File: config.mk
export PLATFORM = sky130hd
export DESIGN_NAME = id_ex_stage
export DESIGN_NICKNAME = d
export VERILOG_FILES = /design/src/rtl/id_ex_stage.sv
export SDC_FILE = /design/constraint.sdc
export NUM_CORES = 1
export LEC_CHECK = 0
export CAP_MARGIN = 10
export CELL_PAD_IN_SITES_DETAIL_PLACEMENT = 0
export CELL_PAD_IN_SITES_GLOBAL_PLACEMENT = 1
export CORE_MARGIN = 5
export CORE_UTILIZATION = 30
export DETAILED_ROUTE_END_ITERATION = 12
export PLACE_DENSITY = 0.8
export SLEW_MARGIN = 20
export SYNTH_ARGS = -nofsm -noshare
export SYNTH_HDL_FRONTEND = slang
export SYNTH_SLANG_ARGS = --single-unit
File: constraint.sdc
create_clock -name clk -period 3.1 [get_ports clk]
set_input_delay 0.31 -clock clk [delete_from_list [all_inputs] [get_ports clk]]
set_output_delay 0.31 -clock clk [all_outputs]
set_load 0.005 [all_outputs]
File: src/rtl/id_ex_stage.sv
// ID/EX pipeline register with load-use hazard detection and EX/MEM, MEM/WB operand forwarding.
// The ALU operands and store data are combinational on the registered stage plus the forwarding inputs.
module id_ex_stage #(
    parameter int DATA_W = 32,
    parameter int REG_W  = 5
) (
    input  logic              clk,
    input  logic              rst,
    input  logic              id_valid,
    input  logic [REG_W-1:0]  id_rs,
    input  logic [REG_W-1:0]  id_rt,
    input  logic [REG_W-1:0]  id_rd,
    input  logic [DATA_W-1:0] id_rs_val,
    input  logic [DATA_W-1:0] id_rt_val,
    input  logic [DATA_W-1:0] id_imm,
    input  logic [3:0]        id_alu_ctrl,
    input  logic [4:0]        id_shamt,
    input  logic              id_alu_src,
    input  logic              id_reg_write,
    input  logic              id_mem_read,
    input  logic              id_mem_write,
    input  logic              stall_in,
    input  logic              flush,
    input  logic              exm_reg_write,
    input  logic [REG_W-1:0]  exm_rd,
    input  logic [DATA_W-1:0] exm_result,
    input  logic              mwb_reg_write,
    input  logic [REG_W-1:0]  mwb_rd,
    input  logic [DATA_W-1:0] mwb_result,
    output logic [DATA_W-1:0] alu_in1,
    output logic [DATA_W-1:0] alu_in2,
    output logic [3:0]        alu_ctrl,
    output logic [4:0]        alu_shamt,
    output logic              ex_valid,
    output logic              ex_reg_write,
    output logic              ex_mem_read,
    output logic              ex_mem_write,
    output logic [REG_W-1:0]  ex_rd,
    output logic [DATA_W-1:0] ex_store_data,
    output logic              load_use_stall
);

    typedef struct packed {
        logic              valid;
        logic [REG_W-1:0]  rs;
        logic [REG_W-1:0]  rt;
        logic [REG_W-1:0]  rd;
        logic [DATA_W-1:0] rs_val;
        logic [DATA_W-1:0] rt_val;
        logic [DATA_W-1:0] imm;
        logic [3:0]        alu_ctrl;
        logic [4:0]        shamt;
        logic              alu_src;
        logic              reg_write;
        logic              mem_read;
        logic              mem_write;
    } ex_reg_t;

    ex_reg_t ex_q;
    ex_reg_t id_d;
    logic [DATA_W-1:0] fwd_rs, fwd_rt;

    assign id_d = '{valid: id_valid, rs: id_rs, rt: id_rt, rd: id_rd,
                    rs_val: id_rs_val, rt_val: id_rt_val, imm: id_imm,
                    alu_ctrl: id_alu_ctrl, shamt: id_shamt, alu_src: id_alu_src,
                    reg_write: id_reg_write, mem_read: id_mem_read,
                    mem_write: id_mem_write};

    // A squashed ID slot can never cause a hazard, so flush masks the stall request.
    assign load_use_stall = !flush && id_valid && ex_q.valid && ex_q.mem_read &&
                            (ex_q.rd != '0) && ((ex_q.rd == id_rs) || (ex_q.rd == id_rt));

    always_ff @(posedge clk) begin
        if (rst)
            ex_q <= '0;
        else if (stall_in)
            ex_q <= ex_q;
        else if (flush || load_use_stall)
            ex_q <= '0;
        else
            ex_q <= id_d;
    end

    // EX/MEM is the younger producer, so it takes precedence; r0 is hardwired and never forwarded.
    function automatic logic [DATA_W-1:0] fwd(input logic [REG_W-1:0] r,
                                              input logic [DATA_W-1:0] v);
        if (r == '0)
            return v;
        else if (exm_reg_write && exm_rd == r)
            return exm_result;
        else if (mwb_reg_write && mwb_rd == r)
            return mwb_result;
        else
            return v;
    endfunction

    assign fwd_rs = fwd(ex_q.rs, ex_q.rs_val);
    assign fwd_rt = fwd(ex_q.rt, ex_q.rt_val);

    assign alu_in1       = fwd_rs;
    assign alu_in2       = ex_q.alu_src ? ex_q.imm : fwd_rt;
    assign ex_store_data = fwd_rt;
    assign alu_ctrl      = ex_q.alu_ctrl;
    assign alu_shamt     = ex_q.shamt;
    assign ex_rd         = ex_q.rd;
    assign ex_valid      = ex_q.valid;
    assign ex_reg_write  = ex_q.valid & ex_q.reg_write;
    assign ex_mem_read   = ex_q.valid & ex_q.mem_read;
    assign ex_mem_write  = ex_q.valid & ex_q.mem_write;

endmodule

==> run metrics <==
CP arrival 2760 ps; Cell Rows 55; P_sw 1280 uW; TritonCTS clock tree built; Total Power about 4700 uW; vias in the first global route around 7000; synthesized flop and latch total between 100 and 150; DP HPWL 21800 um; Net Count, Synth 968; clock buffer depth 2; total number of vias 7324; pwr dens 420 mW/mm^2; Hold WC Path Type register to register; Clock Skews 9.22 ps; XOR/XNOR Fraction of Synth Area 3.85%; Crit Path Max Fanout 9; leak pwr 0.00435 uW; Int Pwr approximately 3400 uW; Die Height 161 um; core footprint 0.0225 sq mm; Place WS -16.3 ps; WL final 30700 um; Max-Cap Viols 0; Avg Inst Size Synth about 9.0 sq um; Final nets 1262; Yosys cell types 32; first-pass GRT wire length 45500 um; largest family of logic cells by synthesized area compound AO/OA/AOI/OAI gates; Post-Synth Simple-Gate Area 12.3%; Flop pwr share 36.4%; Root Buffer clkbuf_16; ratio of cells with drive above 1 in the final layout 12.5%; clock network power share 43.4%; clk sinks 125; relative slew slack 49.7%; routed len/inst 22.6 um; maximum VDD drop roughly 0.27 mV; register-to-register setup slack 650 ps; initial antenna violation count 5; largest net degree at the start of global routing 104; area of the mapped netlist ~0.0068 sq mm; DRC violation total after the first TritonRoute iteration between 600 and 700; post-synthesis compound-gate area fraction 32.1%; Hold Path Sink alu_shamt[3]; Die Width 161 um; CP Capture Type primary output; DRC 0; post-route setup slack 31.9 ps; final setup violation count 0; Adder-Cell Fraction of Synth Area 0%; Final Wtd Congestion 0.879; worst hold start alu_shamt[3]; Fin. Hold Viols 0; post-route ant nets 0; Slew @ Worst Pin 752 ps; Reg-to-Reg Start ex_rd[0]; GRT Util Overall 22.5%; Reg clk slew, reported paths 60 ps; post-route minimum period approximately 3100 ps; Layout area overhead 65.0%; worst setup path category primary input to primary output; post-synthesis sequential area ratio between 30% and 40%; I/O Pins 320; RSZ-0062 raised after global routing yes; Max Slew Vio Count 0; I/O Buffers ~320; Overflow after GRT 0; synth warn 0; Setup Total Neg Slack 0 ps; highest-count cells in the layout ignoring fill and taps 313 x clkdlybuf4s50_1, 156 x a22o_1, 119 x dfxtp_1, 64 x inv_1, 35 x nand4_1; H-tree levels 4; full die area between 0.02 and 0.03 sq mm; Clock Latency Late Sink about 420 ps; Required @ worst endpoint 2790 ps; critical path startpoint category primary input; via-per-instance ratio 5.40; clock buffer count from CTS 17; leading cell type in the layout, fill and taps excluded clkdlybuf4s50_1; combinational share of power roughly a fifth; period utilization 99.0%; Starting Density 30.3%; Fmax 326 MHz; status finished, final reports clean; Net Sw Frac 27.2%; Syn Inst Count 763; WHS Path Cells 1; R2R depth 5; post-synthesis mux area share 5.28%; DR pass1 iterations 6; RR Endpoint ex_q[51]
cells in the mapped netlist (all sizes together):
cell | number | area, sq um
clkbuf | 67 | 251
dfxtp | 125 | 2500
o21a | 1 | 7.51
or4 | 1 | 7.51
nand2 | 36 | 135
nor2 | 5 | 18.8
and2 | 3 | 18.8
and3 | 1 | 6.26
nor2b | 1 | 6.26
o211a | 1 | 10.0
o211ai | 6 | 45.0
nand4 | 35 | 219
a22o | 156 | 1370
o2bb2ai | 1 | 8.76
buf | 27 | 178
o22ai | 2 | 12.5
a221o | 32 | 320
a2111oi | 1 | 27.5
nor3 | 34 | 170
a21oi | 33 | 165
nand2b | 32 | 200
xnor2 | 26 | 228
mux2 | 32 | 360
nor4b | 1 | 8.76
nor4 | 1 | 6.26
o221ai | 26 | 228
xor2 | 4 | 35.0
or2 | 1 | 6.26
inv | 64 | 240
nand3 | 8 | 40.0
metrics by stage:
stage	std cells	utilization, %	cell area, sq um	hold WS [ps]
after global routing	1357	50.1	11300	476
after detailed placement	1315	46.5	10500	456
after floorplan	763	-	6830	408
after CTS	1348	49.2	11100	464
after global placement	1315	46.5	10500	450
final	1357	50.1	11300	474
repair_timing:
action,CTS,global route
gates cloned,1,4
pin swaps,2,1
setup buffers,1,2
hold buffers,0,0
endpoints found under the setup margin,55,45
gates resized for setup,4,17
power groups by stage:
stage	sequential, uW	combinational (uW)	clock, uW
floorplan	1740	373	0
global placement	1760	923	0
detailed placement	1760	925	0
CTS	1720	940	2110
global route	1730	1010	2180
finish	1720	954	2050
logic make-up after synthesis:
logic type,count (synthesis)
AO/OA/AOI/OAI,259
AND/OR/NAND/NOR,159
buffers and inverters,158
flip-flops,125
multiplexers,32
XOR/XNOR,30
flip-flops by register name, indices dropped and copies added (netlist names):
signal,flops
ex_valid,1
ex_q,110
alu_ctrl,4
ex_rd,5
alu_shamt,5
worst max-delay path by stage:
stage	startpoint	end	slack, ps	cells after the start
3_3_place_gp	mwb_rd[4]	ex_store_data[0]	-50	9
2_1_floorplan	ex_q[115]	alu_in2[10]	890	6
4_1_cts	ex_q[115]	alu_in2[14]	8	6
5_1_grt	ex_q[116]	alu_in2[8]	-60	9
3_5_place_dp	exm_rd[3]	alu_in2[17]	-20	8
6_report	exm_rd[4]	alu_in2[16]	30	9
per-layer routing:
metal | global-route usage (%) | wire, um
met4 | 6.44 | 551
met1 | 31.9 | 14200
met3 | 6.24 | 2440
met5 | 0 | 31
met2 | 33.6 | 13500
worst max-delay path, cell delays in order:
cell and delay (ps):
clkdlybuf4s50_1 560, xnor2_1 150, nand2_1 150, nor2_4 150
buf_12 150, buf_12 130, mux2_2 380, a221o_1 320
clkdlybuf4s50_1 450
final cells by class:
cell class	instances	area [sq um]
fillers	2082	11200
repair buffers	368	3790
multi-input cells	481	3760
flip-flops and latches	125	2510
clock buffers	19	453
well taps	285	357
inverters	64	240
clock inverters	12	139
diodes	3	7.51
Power figures use the tool's default switching activity.
